$ cat src/rtl/rc5_pkg.sv
// rc5_pkg: shared constants, mode encoding and FSM states for the RC5 job sequencer.
package rc5_pkg;

  localparam int unsigned W        = 64;
  localparam int unsigned B        = 16;
  localparam int unsigned B_LENGTH = $clog2(B);

  // RC5 magic constants for 64-bit words
  localparam logic [63:0] PW = 64'hB7E1_5162_8AED_2A6B;
  localparam logic [63:0] QW = 64'h9E37_79B9_7F4A_7C15;

  localparam logic MODE_ENC = 1'b0;
  localparam logic MODE_DEC = 1'b1;

  typedef enum logic [2:0] {
    StIdle,
    StLoadKey,
    StStart,
    StWait,
    StResp
  } state_t;

endpackage

$ cat src/rtl/rc5_job_ctrl_if.sv
// rc5_job_ctrl_if: host-side job request and result handshake of the RC5 job sequencer.
interface rc5_job_ctrl_if #(
  parameter int unsigned W = 64,
  parameter int unsigned B = 16
);

  logic             iJobValid;
  logic             oJobReady;
  logic             iMode;
  logic [8*B-1:0]   iKey;
  logic [W-1:0]     iA;
  logic [W-1:0]     iB;
  logic             oResValid;
  logic             iResReady;
  logic [W-1:0]     oResA;
  logic [W-1:0]     oResB;
  logic             oResErr;

  modport master (
    output iJobValid, iMode, iKey, iA, iB, iResReady,
    input  oJobReady, oResValid, oResA, oResB, oResErr
  );

  modport slave (
    input  iJobValid, iMode, iKey, iA, iB, iResReady,
    output oJobReady, oResValid, oResA, oResB, oResErr
  );

endinterface

$ cat src/rtl/rc5_key_loader.sv
// rc5_key_loader: streams B key bytes into the core key memory, one byte per cycle.
module rc5_key_loader #(
  parameter int unsigned B        = 16,
  parameter int unsigned B_LENGTH = $clog2(B)
) (
  input  logic                clk,
  input  logic                rst,
  input  logic                start,
  input  logic [8*B-1:0]      key,
  output logic [7:0]          keySub,
  output logic [B_LENGTH-1:0] keyAddr,
  output logic                wen,
  output logic                done
);

  logic                activeQ;
  logic [B_LENGTH-1:0] cntQ;

  // Walk the byte counter 0..B-1 once per start request
  always_ff @(posedge clk) begin
    if (rst) begin
      activeQ <= 1'b0;
      cntQ    <= '0;
    end else if (start) begin
      activeQ <= 1'b1;
      cntQ    <= '0;
    end else if (activeQ) begin
      if (cntQ == B_LENGTH'(B - 1)) activeQ <= 1'b0;
      cntQ <= cntQ + 1'b1;
    end
  end

  // Address, data and enable follow the counter while active
  always_comb begin
    wen     = activeQ;
    keyAddr = activeQ ? cntQ : '0;
    keySub  = activeQ ? key[{cntQ, 3'b000} +: 8] : '0;
    done    = activeQ && (cntQ == B_LENGTH'(B - 1));
  end

endmodule

$ cat src/rtl/rc5_job_ctrl.sv
// rc5_job_ctrl: accepts one RC5 job, loads its key, starts the core, waits for done with a
// timeout and returns the result words. Define RC5_KEY_CACHE_EN to skip reloading a key
// identical to the last fully loaded one.
module rc5_job_ctrl #(
  parameter int unsigned W        = 64,
  parameter int unsigned B        = 16,
  parameter int unsigned B_LENGTH = $clog2(B),
  parameter int unsigned TIMEOUT  = 4096
) (
  input  logic                clk,
  input  logic                rst,
  rc5_job_ctrl_if.slave       host,
  output logic [7:0]          oKey_sub_i,
  output logic [B_LENGTH-1:0] oKey_address,
  output logic                oWen,
  output logic                oStartCipher,
  output logic                oStartDecipher,
  output logic [W-1:0]        oCoreA,
  output logic [W-1:0]        oCoreB,
  output logic [W-1:0]        oCoreA_cipher,
  output logic [W-1:0]        oCoreB_cipher,
  input  logic                iDoneCipher,
  input  logic                iDoneDecipher,
  input  logic [W-1:0]        iCoreA_enc,
  input  logic [W-1:0]        iCoreB_enc,
  input  logic [W-1:0]        iCoreA_dec,
  input  logic [W-1:0]        iCoreB_dec
);
  import rc5_pkg::*;

  localparam int unsigned TW = $clog2(TIMEOUT);

  state_t         stateQ, stateD;
  logic           modeQ;
  logic [8*B-1:0] keyQ;
  logic [W-1:0]   aQ, bQ;
  logic [TW-1:0]  timerQ;
  logic           prevDoneQ;
  logic [W-1:0]   resAQ, resBQ;
  logic           resErrQ;
  logic           accept, loadStart, loadDone, selDone, doneEvent, timeoutHit, cacheHit, busy;

  assign accept     = (stateQ == StIdle) && host.iJobValid;
  assign selDone    = (modeQ == MODE_DEC) ? iDoneDecipher : iDoneCipher;
  // Only a rising edge counts, so a done level left over from the previous job is ignored
  assign doneEvent  = (stateQ == StWait) && selDone && !prevDoneQ;
  assign timeoutHit = (stateQ == StWait) && !doneEvent && (timerQ == TW'(TIMEOUT - 1));

  rc5_key_loader #(
    .B        (B),
    .B_LENGTH (B_LENGTH)
  ) u_loader (
    .clk     (clk),
    .rst     (rst),
    .start   (loadStart),
    .key     (keyQ),
    .keySub  (oKey_sub_i),
    .keyAddr (oKey_address),
    .wen     (oWen),
    .done    (loadDone)
  );

`ifdef RC5_KEY_CACHE_EN
  logic [8*B-1:0] cacheKeyQ;
  logic           keyValidQ;

  assign cacheHit = keyValidQ && (host.iKey == cacheKeyQ);

  // Remember the last key completely written to the core; a timeout makes it untrusted
  always_ff @(posedge clk) begin
    if (rst) begin
      cacheKeyQ <= '0;
      keyValidQ <= 1'b0;
    end else if ((stateQ == StLoadKey) && loadDone) begin
      cacheKeyQ <= keyQ;
      keyValidQ <= 1'b1;
    end else if (timeoutHit) begin
      keyValidQ <= 1'b0;
    end
  end
`else
  assign cacheHit = 1'b0;
`endif

  // Next-state decode and loader kick-off
  always_comb begin
    stateD    = stateQ;
    loadStart = 1'b0;
    unique case (stateQ)
      StIdle: begin
        if (host.iJobValid) begin
          if (cacheHit) begin
            stateD = StStart;
          end else begin
            stateD    = StLoadKey;
            loadStart = 1'b1;
          end
        end
      end
      StLoadKey: if (loadDone) stateD = StStart;
      StStart:   stateD = StWait;
      StWait:    if (doneEvent || timeoutHit) stateD = StResp;
      StResp:    if (host.iResReady) stateD = StIdle;
      default:   stateD = StIdle;
    endcase
  end

  // State, job latch, done-edge tracking, timeout counter and result capture
  always_ff @(posedge clk) begin
    if (rst) begin
      stateQ    <= StIdle;
      modeQ     <= MODE_ENC;
      keyQ      <= '0;
      aQ        <= '0;
      bQ        <= '0;
      timerQ    <= '0;
      prevDoneQ <= 1'b0;
      resAQ     <= '0;
      resBQ     <= '0;
      resErrQ   <= 1'b0;
    end else begin
      stateQ <= stateD;
      if (accept) begin
        modeQ <= host.iMode;
        keyQ  <= host.iKey;
        aQ    <= host.iA;
        bQ    <= host.iB;
      end
      if (stateQ == StStart) begin
        timerQ    <= '0;
        prevDoneQ <= selDone;
      end
      if (stateQ == StWait) begin
        timerQ    <= timerQ + 1'b1;
        prevDoneQ <= selDone;
      end
      if (doneEvent) begin
        resAQ   <= (modeQ == MODE_DEC) ? iCoreA_dec : iCoreA_enc;
        resBQ   <= (modeQ == MODE_DEC) ? iCoreB_dec : iCoreB_enc;
        resErrQ <= 1'b0;
      end else if (timeoutHit) begin
        resAQ   <= '0;
        resBQ   <= '0;
        resErrQ <= 1'b1;
      end
    end
  end

  // Handshake, start pulses and core block routing decoded from state
  always_comb begin
    busy           = (stateQ == StLoadKey) || (stateQ == StStart) || (stateQ == StWait);
    host.oJobReady = (stateQ == StIdle);
    host.oResValid = (stateQ == StResp);
    host.oResA     = resAQ;
    host.oResB     = resBQ;
    host.oResErr   = resErrQ;
    oStartCipher   = (stateQ == StStart) && (modeQ == MODE_ENC);
    oStartDecipher = (stateQ == StStart) && (modeQ == MODE_DEC);
    oCoreA         = (busy && modeQ == MODE_ENC) ? aQ : '0;
    oCoreB         = (busy && modeQ == MODE_ENC) ? bQ : '0;
    oCoreA_cipher  = (busy && modeQ == MODE_DEC) ? aQ : '0;
    oCoreB_cipher  = (busy && modeQ == MODE_DEC) ? bQ : '0;
  end

endmodule

$ cat src/flat_wrapper.sv
// flat-port wrapper written by rule: the top's interface ports become plain ports
module rc5_job_ctrl_flat import rc5_pkg::*;
#(
  parameter int unsigned W        = 64,
  parameter int unsigned B        = 16,
  parameter int unsigned B_LENGTH = $clog2(B),
  parameter int unsigned TIMEOUT  = 4096
)
  (clk, rst, oKey_sub_i, oKey_address, oWen, oStartCipher, oStartDecipher, oCoreA, oCoreB, oCoreA_cipher, oCoreB_cipher, iDoneCipher, iDoneDecipher, iCoreA_enc, iCoreB_enc, iCoreA_dec, iCoreB_dec, host_iJobValid, host_iMode, host_iKey, host_iA, host_iB, host_iResReady, host_oJobReady, host_oResValid, host_oResA, host_oResB, host_oResErr);
  rc5_job_ctrl_if #(.W(W), .B(B)) host_i ();
  input  logic clk;
  input  logic rst;
  output logic [7:0] oKey_sub_i;
  output logic [B_LENGTH-1:0] oKey_address;
  output logic oWen;
  output logic oStartCipher;
  output logic oStartDecipher;
  output logic [W-1:0] oCoreA;
  output logic [W-1:0] oCoreB;
  output logic [W-1:0] oCoreA_cipher;
  output logic [W-1:0] oCoreB_cipher;
  input  logic iDoneCipher;
  input  logic iDoneDecipher;
  input  logic [W-1:0] iCoreA_enc;
  input  logic [W-1:0] iCoreB_enc;
  input  logic [W-1:0] iCoreA_dec;
  input  logic [W-1:0] iCoreB_dec;
  input wire logic [$bits(host_i.iJobValid)-1:0] host_iJobValid;
  input wire logic [$bits(host_i.iMode)-1:0] host_iMode;
  input wire logic [$bits(host_i.iKey)-1:0] host_iKey;
  input wire logic [$bits(host_i.iA)-1:0] host_iA;
  input wire logic [$bits(host_i.iB)-1:0] host_iB;
  input wire logic [$bits(host_i.iResReady)-1:0] host_iResReady;
  output wire logic [$bits(host_i.oJobReady)-1:0] host_oJobReady;
  output wire logic [$bits(host_i.oResValid)-1:0] host_oResValid;
  output wire logic [$bits(host_i.oResA)-1:0] host_oResA;
  output wire logic [$bits(host_i.oResB)-1:0] host_oResB;
  output wire logic [$bits(host_i.oResErr)-1:0] host_oResErr;
  assign host_i.iJobValid = host_iJobValid;
  assign host_i.iMode = host_iMode;
  assign host_i.iKey = host_iKey;
  assign host_i.iA = host_iA;
  assign host_i.iB = host_iB;
  assign host_i.iResReady = host_iResReady;
  assign host_oJobReady = host_i.oJobReady;
  assign host_oResValid = host_i.oResValid;
  assign host_oResA = host_i.oResA;
  assign host_oResB = host_i.oResB;
  assign host_oResErr = host_i.oResErr;
  rc5_job_ctrl #(.W(W), .B(B), .B_LENGTH(B_LENGTH), .TIMEOUT(TIMEOUT)) u_core (.clk(clk), .rst(rst), .host(host_i), .oKey_sub_i(oKey_sub_i), .oKey_address(oKey_address), .oWen(oWen), .oStartCipher(oStartCipher), .oStartDecipher(oStartDecipher), .oCoreA(oCoreA), .oCoreB(oCoreB), .oCoreA_cipher(oCoreA_cipher), .oCoreB_cipher(oCoreB_cipher), .iDoneCipher(iDoneCipher), .iDoneDecipher(iDoneDecipher), .iCoreA_enc(iCoreA_enc), .iCoreB_enc(iCoreB_enc), .iCoreA_dec(iCoreA_dec), .iCoreB_dec(iCoreB_dec));
endmodule
$ cat config.mk
export PLATFORM = sky130hd
export DESIGN_NAME = rc5_job_ctrl_flat
export DESIGN_NICKNAME = d
export VERILOG_FILES = /design/src/rtl/rc5_pkg.sv /design/src/rtl/rc5_job_ctrl_if.sv /design/src/rtl/rc5_key_loader.sv /design/src/rtl/rc5_job_ctrl.sv /design/src/flat_wrapper.sv
export SDC_FILE = /design/constraint.sdc
export NUM_CORES = 1
export LEC_CHECK = 0
export ABC_AREA = 1
export BUFFER_PORTS_ARGS = -buffer_cell sky130_fd_sc_hd__buf_2
export CELL_PAD_IN_SITES_DETAIL_PLACEMENT = 0
export CELL_PAD_IN_SITES_GLOBAL_PLACEMENT = 1
export CORE_AREA = 2 2 361 363
export CTS_CLUSTER_DIAMETER = 80
export CTS_CLUSTER_SIZE = 40
export DETAILED_ROUTE_END_ITERATION = 12
export DIE_AREA = 0 0 363 365
export PLACE_DENSITY_LB_ADDON = 0.1
export SLEW_MARGIN = 20
export SYNTH_ARGS = -nofsm -noshare
export SYNTH_HDL_FRONTEND = slang
export SYNTH_SLANG_ARGS = --single-unit
$ cat constraint.sdc
create_clock -name clk -period 2.1 [get_ports clk]
set_input_delay 0.42 -clock clk [delete_from_list [all_inputs] [get_ports clk]]
set_output_delay 0.42 -clock clk [all_outputs]
set_load 0.03 [all_outputs]
==> flow_summary.toml <==
[status]
status = "complete, but fails checks"
violations = "negative setup slack"

[critical_path]
required_ns = 1.68
endpoint_kind = "primary output"
start_kind = "flip-flop"
reg2reg_slack_ns = 0.18
crit_type = "reg2out"
cp_max_fo = 28
cp.arrival_ns = 2.07

[die]
start_util = 0.146
die_x_um = 363
dieArea_um2 = 132000
core_region_area_um2 = 129000
core.rowCount = 132
dieHeight_um = 365
io_pins = 921

[sta]
finalSetupViolations = 265
rsz0062_at_grt = "yes"
max_freq_ghz = 0.401
slew_headroom = 0.358
period_share = 1.19
clock_skew_ns = 0.0334
period_needed_ns = 2.49
hold_viol = 0
slew_violations = 0
tightest_slew_ns = 0.963
fin_ws_ns = -0.393

[placement]
hpwlAfterDp_um = 89200
dp.cells = 5351
io_buffers = 920
gp_congestion = 0.782
place_area_um2 = 25800

[routing]
vias = 22100
drc = 0
wl_met3_um = 8790
wl_um = 120000
routed-wl-met2_um = 59600
wl_per_cell_um = 21.9
drt_iter0_drc = 1043
viasPerCell = 4.02
top_layer_used = "met5"
postRouteAntennaNets = 0
firstDrtPassIters = 4
wl_met1_um = 48800

[synthesis]
syn_inst = 2855
synth_top_area_frac = 0.433
syn_area_um2 = 18800
synth-xor-area-share = 0.000930
synth_area_leader_cell = "dfxtp_1"
ys_top_cells_by_area = "dfxtp_1 (43%), nand2_1 (14%), a21oi_1 (11%)"
synth-seq-cells = 407
synth_compound_area_frac = 0.182
synth.distinct_cells = 28
async_flop_share = 0
avgSynthCellArea_um2 = 6.60
synthTopCellsByCount = "nand2_1 (722), dfxtp_1 (407), a21oi_1 (406)"
synth_top_family_by_area = "simple AND/OR/NAND/NOR gates"
yosysWarnings = 0
ys_seq_area_frac = 0.433
synthSimpleGateAreaFrac = 0.268
yosysMostFrequentCell = "nand2_1"
synth-adder-area-share = 0.00133
synthesis.nets = 3376
ys.flop_type = "dfxtp_1"
muxShareOfSynthArea = 0
synth-edff-count = 0

[finish]
regArea_um2 = 8160
final_nets = 4288
fillers = 14500
drive_gt1_frac = 0.381
fin_area_um2 = 31900
final_cells = 5493
multi_input_area_um2 = 10400
syn2layout_area_growth_pct = 69.4

[global_routing]
grt_pass1_wl_um = 159000
grt_usage = 0.165
overflow = 0
antenna_found_initial = 81
grt_max_degree = 146
grt_pass1_vias = 21500

[run]
maxCapViolCount = 0

[clocking]
cts_buffer_depth = 3
tritoncts = "yes"
clock_sinks = 407
insertion_delay_ns = 0.62
cts.clk_slew.worst_paths_ns = 0.08
root_buffer = "clkbuf_16"
numCtsBuffers = 41
htreeDepth = 2

[pwr]
power.density_nw_per_um2 = 857
pwr-share-comb = 0.390
sw_frac_of_total = 0.402
power_frac_seq = 0.325
p_total_mw = 27.3
peakVddDrop_v = 0.000502
p_switching_mw = 11.0
p_clk_frac = 0.285
cellLeakagePower_nw = 13.7
p_int_mw = 16.4

[hold_path]
hold_class = "in2reg"
## worst max-delay path, cell delays in order, from the launching register on
cell	delay, ns
dfxtp_4	0.43
buf_12	0.20
nand2_1	0.07
o211ai_1	0.11
nand3_1	0.14
nand3_1	0.16
a21oi_2	0.07
buf_4	0.16
buf_6	0.13
## kinds of logic after synthesis
logic type	Yosys count
compound gates	677
xor+xnor	2
fa+ha+maj	2
buf+inv	514
flops	407
simple gates	1253
## through the flow
step           setup WS [ns]  hold slack (ns)  TNS (ns)   util
2_1_floorplan         0.0348            0.429         0      -
3_3_place_gp          0.0160            0.445         0  0.201
3_5_place_dp          0.0196            0.447         0  0.201
4_1_cts               -0.521         0.000679    -95.53  0.221
5_1_grt               -0.519           0.0328    -90.49  0.248
6_report              -0.393           0.0825    -61.17  0.248
## sequential cells by signal (all words and copies together) (netlist names)
register,cells
u_core.bQ,64
u_core.aQ,64
u_core.host.oResA,64
u_core.prevDoneQ,1
u_core.host.oResErr,1
u_core.stateQ,3
u_core.timerQ,12
u_core.modeQ,1
u_core.host.oResB,64
u_core.keyQ,128
u_core.u_loader.wen,1
u_core.u_loader.cntQ,4
## path summary, 6_finish.rpt
kind                                               to               startpoint  cells past startpoint
worst min-delay path                    u_core.bQ[48]              host_iB[48]                      3
worst min register to register        u_core.keyQ[96]          u_core.keyQ[96]                      2
worst max register to register  u_core.host.oResA[60]         u_core.timerQ[1]                      9
worst max-delay path                    oKey_sub_i[6]  u_core.u_loader.cntQ[0]                      8
## timing repair
action / 4_1_cts / 5_1_grt
hold endpoints to repair: 2 / 0
resized for setup: 298 / 928
setup buffers: 8 / 20
setup endpoints to repair: 270 / 276
pin swaps: 7 / 5
hold buffers: 2 / 0
cloned: 8 / 17
## metal layers
metal,vias up,GRT usage
li1,11000,-
met1,10200,0.193
met2,696,0.291
met3,191,0.0543
met4,56,0.0378
met5,-,0
## cell type report
| class | count | share of cell area |
|---|---|---|
| clock inverters | 29 | 0.00863 |
| diodes | 19 | 0.00149 |
| flip-flops and latches | 407 | 0.256 |
| repair buffers | 1091 | 0.274 |
| clock buffers | 46 | 0.0334 |
| inverters | 292 | 0.0351 |
| well taps | 1675 | 0.0657 |
| multi-input cells | 1934 | 0.326 |
## power by group through the flow
stage          Clock, mW  Combinational, mW  Sequential (mW)
2_1_floorplan          0               4.25             9.16
3_3_place_gp           0               7.69             9.04
3_5_place_dp           0               7.64             9.05
4_1_cts             8.29               8.62             8.88
5_1_grt             8.52               11.5             8.97
6_report            7.79               10.7             8.88
## cells in the final DEF (no fill, tap or decap), drive strengths merged, types with 12 or more instances in the layout
master and instances:
clkbuf 62, nand3 229, a21oi 407, clkinv 12, nand2 726, inv 301, nor2 288, diode 19
o21ai 258, dfxtp 407, buf 1073
Power figures use the tool's default switching activity.
